===== src/rtl/ps2_key_decoder_pkg.sv =====
// Shared constants for the PS/2 keyboard front end of car_ctl: prefix codes,
// mapped scancodes, key vector indices and the receiver state type.
package er_ps2_pkg;

    localparam logic [7:0] SC_EXT   = 8'hE0;
    localparam logic [7:0] SC_BREAK = 8'hF0;

    localparam logic [7:0] SC_RIGHT_EXT = 8'h74;
    localparam logic [7:0] SC_LEFT_EXT  = 8'h6B;
    localparam logic [7:0] SC_DOWN_EXT  = 8'h72;
    localparam logic [7:0] SC_UP_EXT    = 8'h75;
    localparam logic [7:0] SC_D         = 8'h23;
    localparam logic [7:0] SC_A         = 8'h1C;
    localparam logic [7:0] SC_S         = 8'h1B;
    localparam logic [7:0] SC_W         = 8'h1D;

    localparam logic [1:0] KEY_RIGHT = 2'd3;
    localparam logic [1:0] KEY_LEFT  = 2'd2;
    localparam logic [1:0] KEY_DOWN  = 2'd1;
    localparam logic [1:0] KEY_UP    = 2'd0;

    typedef enum logic [1:0] {
        RX_IDLE,
        RX_DATA,
        RX_PARITY,
        RX_STOP
    } rx_state_t;

    typedef struct packed {
        logic       hit;
        logic [1:0] idx;
    } key_map_t;

    // Keypad arrows (NumLock off) arrive without the E0 prefix and stay unmapped.
    function automatic key_map_t map_key(input logic ext, input logic [7:0] code);
        key_map_t m;
        m.hit = 1'b1;
        m.idx = KEY_UP;
        if (ext) begin
            case (code)
                SC_RIGHT_EXT: m.idx = KEY_RIGHT;
                SC_LEFT_EXT:  m.idx = KEY_LEFT;
                SC_DOWN_EXT:  m.idx = KEY_DOWN;
                SC_UP_EXT:    m.idx = KEY_UP;
                default:      m.hit = 1'b0;
            endcase
        end else begin
            case (code)
                SC_D:    m.idx = KEY_RIGHT;
                SC_A:    m.idx = KEY_LEFT;
                SC_S:    m.idx = KEY_DOWN;
                SC_W:    m.idx = KEY_UP;
                default: m.hit = 1'b0;
            endcase
        end
        return m;
    endfunction

endpackage


===== src/rtl/ps2_key_decoder_rx.sv =====
// PS/2 frame receiver: input synchronizers, ps2_clk glitch filter, framing FSM
// and inter-edge timeout. Emits one good byte or one error pulse per frame.
import er_ps2_pkg::*;

module ps2_rx #(
    parameter int FILTER_LEN     = 8,
    parameter int TIMEOUT_CYCLES = 13000
) (
    input  logic       pclk,
    input  logic       rst,
    input  logic       ps2_clk,
    input  logic       ps2_data,
    output logic [7:0] data_byte,
    output logic       byte_ok,
    output logic       err
);

    localparam int FW = $clog2(FILTER_LEN + 1);
    localparam int TW = $clog2(TIMEOUT_CYCLES + 1);

    logic          clk_s1, clk_s2, data_s1, data_s2;
    logic          filt_level, fall;
    logic [FW-1:0] filt_cnt;

    rx_state_t     state, state_next;
    logic [2:0]    bit_cnt;
    logic [7:0]    shift;
    logic          parity_bit;
    logic [TW-1:0] tcnt;
    logic          timeout_hit, ok_next, err_next;

    // The filtered level only follows the line after FILTER_LEN agreeing samples.
    always_ff @(posedge pclk) begin
        if (rst) begin
            clk_s1     <= 1'b1;
            clk_s2     <= 1'b1;
            data_s1    <= 1'b1;
            data_s2    <= 1'b1;
            filt_level <= 1'b1;
            filt_cnt   <= '0;
            fall       <= 1'b0;
        end else begin
            clk_s1  <= ps2_clk;
            clk_s2  <= clk_s1;
            data_s1 <= ps2_data;
            data_s2 <= data_s1;
            fall    <= 1'b0;
            if (clk_s2 == filt_level) begin
                filt_cnt <= '0;
            end else if (filt_cnt == FW'(FILTER_LEN - 1)) begin
                filt_level <= clk_s2;
                filt_cnt   <= '0;
                fall       <= filt_level;
            end else begin
                filt_cnt <= filt_cnt + FW'(1);
            end
        end
    end

    assign timeout_hit = (state != RX_IDLE) && !fall && (tcnt == TW'(TIMEOUT_CYCLES - 1));

    always_comb begin
        state_next = state;
        ok_next    = 1'b0;
        err_next   = 1'b0;
        case (state)
            RX_IDLE: begin
                if (fall) begin
                    if (!data_s2) state_next = RX_DATA;
                    else          err_next   = 1'b1;
                end
            end
            RX_DATA: begin
                if (fall && bit_cnt == 3'd7) state_next = RX_PARITY;
            end
            RX_PARITY: begin
                if (fall) state_next = RX_STOP;
            end
            RX_STOP: begin
                if (fall) begin
                    state_next = RX_IDLE;
                    if (data_s2 && (^{shift, parity_bit})) ok_next  = 1'b1;
                    else                                   err_next = 1'b1;
                end
            end
            default: state_next = RX_IDLE;
        endcase
        if (timeout_hit) begin
            state_next = RX_IDLE;
            err_next   = 1'b1;
        end
    end

    always_ff @(posedge pclk) begin
        if (rst) begin
            state      <= RX_IDLE;
            bit_cnt    <= '0;
            shift      <= '0;
            parity_bit <= 1'b0;
            tcnt       <= '0;
            byte_ok    <= 1'b0;
            err        <= 1'b0;
        end else begin
            state   <= state_next;
            byte_ok <= ok_next;
            err     <= err_next;
            if (fall || state == RX_IDLE) tcnt <= '0;
            else                          tcnt <= tcnt + TW'(1);
            if (fall) begin
                case (state)
                    RX_IDLE:   bit_cnt <= '0;
                    RX_DATA: begin
                        shift   <= {data_s2, shift[7:1]};
                        bit_cnt <= bit_cnt + 3'd1;
                    end
                    RX_PARITY: parity_bit <= data_s2;
                    default:   ;
                endcase
            end
        end
    end

    assign data_byte = shift;

endmodule


===== src/rtl/ps2_key_decoder.sv =====
// PS/2 keyboard decoder feeding car_ctl: tracks E0/F0 prefixes and turns
// make/break codes for WASD and the arrow keys into a held-key vector.
import er_ps2_pkg::*;

module ps2_key_decoder #(
    parameter int FILTER_LEN     = 8,
    parameter int TIMEOUT_CYCLES = 13000
) (
    input  logic       pclk,
    input  logic       rst,
    input  logic       ps2_clk,
    input  logic       ps2_data,
    output logic [3:0] key,
    output logic [7:0] scancode,
    output logic       scancode_valid,
    output logic       frame_err
);

    logic [7:0] data_byte;
    logic       byte_ok, rx_err;
    logic       ext, brk;
    key_map_t   lookup;

    ps2_rx #(
        .FILTER_LEN    (FILTER_LEN),
        .TIMEOUT_CYCLES(TIMEOUT_CYCLES)
    ) u_rx (
        .pclk     (pclk),
        .rst      (rst),
        .ps2_clk  (ps2_clk),
        .ps2_data (ps2_data),
        .data_byte(data_byte),
        .byte_ok  (byte_ok),
        .err      (rx_err)
    );

    assign lookup    = map_key(ext, data_byte);
    assign frame_err = rx_err;

    // A framing error drops any pending prefix so the next byte is a fresh make code.
    always_ff @(posedge pclk) begin
        if (rst) begin
            key            <= '0;
            scancode       <= '0;
            scancode_valid <= 1'b0;
            ext            <= 1'b0;
            brk            <= 1'b0;
        end else begin
            scancode_valid <= 1'b0;
            if (byte_ok) begin
                scancode       <= data_byte;
                scancode_valid <= 1'b1;
                if (data_byte == SC_EXT) begin
                    ext <= 1'b1;
                end else if (data_byte == SC_BREAK) begin
                    brk <= 1'b1;
                end else begin
                    if (lookup.hit) key[lookup.idx] <= ~brk;
                    ext <= 1'b0;
                    brk <= 1'b0;
                end
            end else if (rx_err) begin
                ext <= 1'b0;
                brk <= 1'b0;
            end
        end
    end

endmodule


===== config.mk =====
export PLATFORM = sky130hd
export DESIGN_NAME = ps2_key_decoder
export DESIGN_NICKNAME = d
export VERILOG_FILES = /design/src/rtl/ps2_key_decoder_pkg.sv /design/src/rtl/ps2_key_decoder_rx.sv /design/src/rtl/ps2_key_decoder.sv
export SDC_FILE = /design/constraint.sdc
export NUM_CORES = 1
export LEC_CHECK = 0
export CAP_MARGIN = 30
export CORE_ASPECT_RATIO = 0.7
export CORE_MARGIN = 5
export CORE_UTILIZATION = 40
export DETAILED_ROUTE_END_ITERATION = 12
export GPL_ROUTABILITY_DRIVEN = 0
export PLACE_DENSITY = 0.63
export SKIP_LAST_GASP = 1
export SYNTH_ARGS = -nofsm -noshare
export SYNTH_HDL_FRONTEND = slang
export SYNTH_SLANG_ARGS = --single-unit

===== constraint.sdc =====
create_clock -name pclk -period 3.19 [get_ports pclk]
set_input_delay 0.319 -clock pclk [delete_from_list [all_inputs] [get_ports pclk]]
set_output_delay 0.319 -clock pclk [all_outputs]
set_load 0.1 [all_outputs]

### Word-level counts from Yosys, hierarchy flattened

Index checks and enable logic that the tools add are counted.

* shifts and indexed selects: 0
* reduce and logical (&&, ||, !) cells: 27
* eq/ne operators: 24
* divide/modulo/power cells: 0
* muxes and demuxes: 30
* $add $sub $neg: 3
* multipliers: 0
* bitwise gates (word level): 7
* magnitude comparators: 2

Operators with widths (count)
* == test 8 x 7 -> 1 bit, second input constant: 4
* == test 8 x 5 -> 1 bit, second input constant: 3
* two-way mux 1 bit: 17
* == test 8 bit, second input constant: 2
* adder 14 x 1 -> 14 bit, second input constant: 1
* == test 14 bit, second input constant: 1
* case mux 2 bit (3 select lines): 2
* AND reduction 2 bit: 6
* two-way mux 2 bit: 5
* OR reduction 3 bit: 3
* XOR reduction 9 bit: 1
* == test 8 x 6 -> 1 bit, second input constant: 1
* inequality test 2 x 1 -> 1 bit, second input constant: 4
* case mux 2 bit (4 select lines): 1
* OR reduction 4 bit: 2
* NOT 1 bit: 7
* case mux 3 bit (2 select lines): 1
* nonzero test 2 bit: 3
* logical AND 1 bit: 5
* AND reduction 5 bit: 1
* adder 4 x 1 -> 4 bit, second input constant: 1
* bitwise mux 4 bit: 1
* == test 2 bit, second input constant: 2
* == test 4 x 3 -> 1 bit, second input constant: 1
* other kinds (16): 18

* RAM bits: 0
* latch bits: 0
* output and inout bits: 14
* memory bits (read-only): 0
* flip-flop bits (word level): 55
* memories: 0

### Longest topological paths before layout

* depth after elaboration: 9
* depth in mapped cells: 7
* depth with buffers taken out: 7

### By module

A second synthesis with hierarchy kept.

* cell total of the unflattened synthesis: 275
* area total of the unflattened synthesis: 2603.7 um^2

By module, submodules not included
* ps2_rx: cells each 192, times used 1, seq. area each 800.8 um^2, area an instance 1815.5 um^2
* ps2_key_decoder: cells each 83, times used 1, seq. area each 300.3 um^2, area an instance 788.3 um^2

### Worst setup path after synthesis

Ideal clock, no wire load.

* kind: flip-flop to flip-flop
* start point: register u_rx.shift[2] (netlist: u_rx.data_byte[2])
* end point: register key[0]
* data arrival time: 1989 ps
* data required time: 3118 ps
* path buffers: 1
* slack: 1129 ps
* cell stages (with the launch flop): 7
* cells stage by stage: dfxtp_1 > buf_6 > or3b_1 > a2111o_1 > a311o_1 > a211oi_1 > mux2i_1

* longest elaborated chain between the ends: 8
* elaborated cells between the ends (all ways): 26
* classes of those cells: order compare: 2; eq/ne: 10; mux: 8; bitwise: 2; reduce/logical: 4

Ends and longest elaborated chain
* start, declared: line ps2_key_decoder_rx.sv:27 `logic [7:0] shift;`
* start signal, assigned: line ps2_key_decoder_rx.sv:113 `shift <= {data_s2, shift[7:1]};`
* == test 8 x 5 -> 1 bit, or another cell as far along: line ps2_key_decoder_pkg.sv:48 `case (code)`
* case mux 2 bit (3 select lines) (on tied branches): line ps2_key_decoder_pkg.sv:48, ps2_key_decoder_pkg.sv:40
* two-way mux 3 bit: line ps2_key_decoder_pkg.sv:39 `if (ext) begin`
* less-than comparator 2 x 3 -> 1 bit (implied by the code) / >= comparator 2 x 1 -> 1 bit (equally long branches): line ps2_key_decoder.sv:58 `if (lookup.hit) key[lookup.idx] <= ~brk;`
* logical AND 1 bit (implied by the code): line ps2_key_decoder.sv:58
* two-way mux 1 bit (implied by the code): line ps2_key_decoder.sv:58
* demux 1 bit (select 2 bit): line ps2_key_decoder.sv:58
* bitwise mux 4 bit: line ps2_key_decoder.sv:58
* end signal, assigned by index: line ps2_key_decoder.sv:58
* end, declared: line ps2_key_decoder.sv:13 `output logic [3:0] key,`

Parallel ways exist; a longest one is shown, timed or not.
A chain may end at the register's enable or synchronous reset.

### Worst setup path after layout

* start point: register u_rx.shift[1] (netlist: u_rx.data_byte[1])
* end point: register key[0]

Same word-level chain as after synthesis.

==> summary.md <==
| Metric | Value |
|---|---|
| Detailed-route DRC error count | `0` |
| Clock root buffer | `clkbuf_8` |
| Wire per inst | `roughly 12 µm` |
| CTS Hold Buffers Added | `0` |
| Final setup violation count | `0` |
| CP Capture Point | `key[0]` |
| Startpoint types | `register` |
| Core area | `6156 µm²` |
| Final max-slew violation count | `0` |
| Worst-path cell chain | `or3b_1, a2111o_1, a311o_1, a211oi_1, mux2i_1` |
| Gr usage total | `11.78%` |
| Postcts setup bufs | `0` |
| Fillers | `576` |
| Crit-path max cell delay | `510 ps` |
| Vias in the first global route | `between 1500 and 2000` |
| R2R depth | `5` |
| Ant. Diodes | `0` |
| Yosys reg bits | `55` |
| Tcrit/Tclk final | `72.20%` |
| Crit path time final | `2303 ps` |
| Post-route cell area | `2841 µm²` |
| Htree depth | `2` |
| Die area | `7938 µm²` |
| Post-synth ARST share | `0%` |
| Detail Route Antenna Nets | `0` |
| Reg-to-Reg End | `key[0]` |
| Yosys cell types | `47` |
| Reg area | `1101 µm²` |
| Worst reg2reg startpoint | `u_rx.data_byte[1]` |
| Largest net degree at the start of global routing | `27` |
| Placed Cells | `about 370` |
| CP max stage cell | `dfxtp_1` |
| IO Pins | `18` |
| Crit Path Max Fanout | `10` |
| Mapped Avg Cell Area | `between 8 and 9 µm²` |
| Placed inst area | `2705 µm²` |
| Placed wire-length estimate | `3393 µm` |
| Setup crit start | `u_rx.data_byte[1]` |
| Synthesis-to-layout area growth | `13.95%` |
| CTS max path bufs | `2` |
| First-pass GRT wire length | `7962 µm` |
| Post-synthesis sequential area ratio | `around 44%` |
| CP endpoint kind | `register` |
| VDD IR max | `350.5 µV` |
| Layout cell share with drive strength beyond 1 | `6.102%` |
| CP Buf/Inv Count | `0` |
| Slew HR | `34.17%` |
| Slew @ Worst Pin | `about 980 ps` |
| Initial Utilization | `between 40% and 50%` |
| Max-cap violations | `0` |
| Final Hold Viols | `0` |
| # rows | `24` |
| DR iter-0 viols | `65` |
| Type of the worst setup path | `register to register` |
| DRT Wirelength | `~4500 µm` |
| Fin Clk Skew | `about 11 ps` |
| Nets | `a little over 300` |
| Internal reg-to-reg setup slack | `890 ps` |
| Post-synth EDFFs | `0` |
| LEAKAGE | `0.0009556 µW` |
| Worst path required time | `3430 ps` |
| Die X-Extent | `104.4 µm` |
| Clock latency on the worst-skew pair | `300 ps` |
| CTS tree | `built` |
| Die Y | `76.06 µm` |
| Post-Layout Cell Count | `~370` |
| GRT overflow | `0` |
| Worst hold path class | `register to register` |
| Worst setup margin | `887.0 ps` |
| Setup TNS | `0 ps` |
| Synth warn | `0` |
| CTS Buf Count | `5` |
| Area of the multi-input gates | `1287 µm²` |
| Cell Area, Synth | `2494 µm²` |
| Initial antenna violation count | `0` |
| Critical Path AT | `2540 ps` |
| PwrDens | `~450 nW/µm²` |
| Post-CTS resize count | `0` |
| Status | `finished, final reports clean` |
| Dpl ws | `910.9 ps` |
| Port Buffers | `17` |
| Via count | `between 1500 and 2000` |
| Drt pass-1 iters | `4` |
| Top_reg_cell synth | `dfxtp_1` |
| Synth Instances | `285` |
| Reg clk slew, reported paths | `100 ps` |
| Syn_nets | `297` |
| Clock Sinks | `55` |
| Crit-path leading delay family | `compound AO/OA/AOI/OAI gates` |
| F_max | `434.2 MHz` |
| Critical path depth in cells | `5` |
| Post-DR vias/cell | `4.995` |
| RSZ-0062 raised after global routing | `false` |
logic make-up (layout without fill, tap and decap cells):
logic type      count (synthesis)  after routing  share of synthesized area [%]
simple gates                  126            126                          24.99
flops                          55             55                          44.15
compound gates                 40             40                          10.54
buf+inv                        25             35                          4.215
xor+xnor                       18             18                          6.874
mux                            13             13                          5.218
fa+ha+maj                       8              8                          4.014
cell usage in the layout, fill, tap and decap left out, types with 3 or more instances in the layout:
cell type        instances
or2_2                    6
mux2i_1                 13
clkbuf_8                 5
xnor2_1                  8
nor3_1                   3
dfxtp_1                 55
a21oi_1                 15
o21ai_0                  6
buf_4                    3
xor2_1                   9
o31ai_1                  3
nand3_1                  9
nor2_1                  39
inv_1                    7
nand2_1                 34
ha_1                     8
nand4bb_1                3
nand2b_1                 6
or3_1                    6
clkdlybuf4s50_1         17
and3_1                   4
power by group:
part           switching [µW]  internal (µW)  total (µW)
sequential               6.34            694         700
combinational            32.4           23.2        55.5
clock                     223            313         536
worst min-delay path by stage:
stage	startpoint	to	slack [ps]	cells past startpoint
after global placement	u_rx.clk_s1	u_rx.clk_s2	390	1
after CTS	u_rx.data_s1	u_rx.data_s2	430	1
final	u_rx.data_s1	u_rx.data_s2	420	1
after global routing	u_rx.data_s1	u_rx.data_s2	450	1
after detailed placement	u_rx.data_s1	u_rx.data_s2	400	1
after floorplan	u_rx.clk_s1	u_rx.clk_s2	390	1
cell usage after synthesis (all sizes together) (2+ instances only):
| master | number | area, µm² |
|---|---|---|
| nor3b | 2 | 15.01 |
| a31oi | 2 | 12.51 |
| o311ai | 2 | 17.52 |
| a21oi | 15 | 75.07 |
| dfxtp | 55 | 1101 |
| mux2i | 13 | 130.1 |
| and3 | 4 | 25.02 |
| and2 | 2 | 12.51 |
| nand2b | 6 | 37.54 |
| or3 | 6 | 37.54 |
| nor2b | 2 | 12.51 |
| xor2 | 9 | 78.83 |
| nor2 | 39 | 146.4 |
| inv | 7 | 26.28 |
| nor3 | 3 | 15.01 |
| clkbuf | 15 | 56.30 |
| nand2 | 34 | 127.6 |
| a211oi | 2 | 15.01 |
| o21ai | 6 | 30.03 |
| or2 | 6 | 37.54 |
| nand4 | 2 | 12.51 |
| xnor2 | 8 | 70.07 |
| nand3 | 9 | 45.04 |
| ha | 8 | 100.1 |
| a22oi | 2 | 15.01 |
| nand4bb | 3 | 33.78 |
| o31ai | 3 | 22.52 |
| buf | 3 | 22.52 |
sequential cells by signal, summed over array words and instances (netlist names), 2 cells and up:
register / cells
u_rx.tcnt: 14
scancode: 8
key: 4
u_rx.data_byte: 8
u_rx.bit_cnt: 3
u_rx.filt_cnt: 4
u_rx.state: 2
layer usage:
metal / part of all wire, % / track usage (%)
met3: 3.5 / 2.879
met1: 57 / 17.94
met2: 38 / 15.93
met4: 1.2 / 3.881
met5: 0 / 0
cell type report:
class | instances | share of cell area [%]
Clock buffer | 5 | 2.422
Clock inverter | 3 | 2.378
Inverter | 7 | 0.9247
Multi-Input combinational cell | 205 | 45.31
Sequential cell | 55 | 38.75
Tap cell | 78 | 3.435
Timing Repair Buffer | 20 | 6.781
per-stage QoR:
step           utilization [%]  total power (µW)  hold WS, ps
2_1_floorplan                -             757.1        389.5
3_3_place_gp             43.94             771.3        391.0
3_5_place_dp             43.94             772.6        401.1
4_1_cts                  46.16              1312        425.4
5_1_grt                  46.16              1351        445.7
6_report                 46.16              1292        421.7
(Power assumes the default switching activity.)
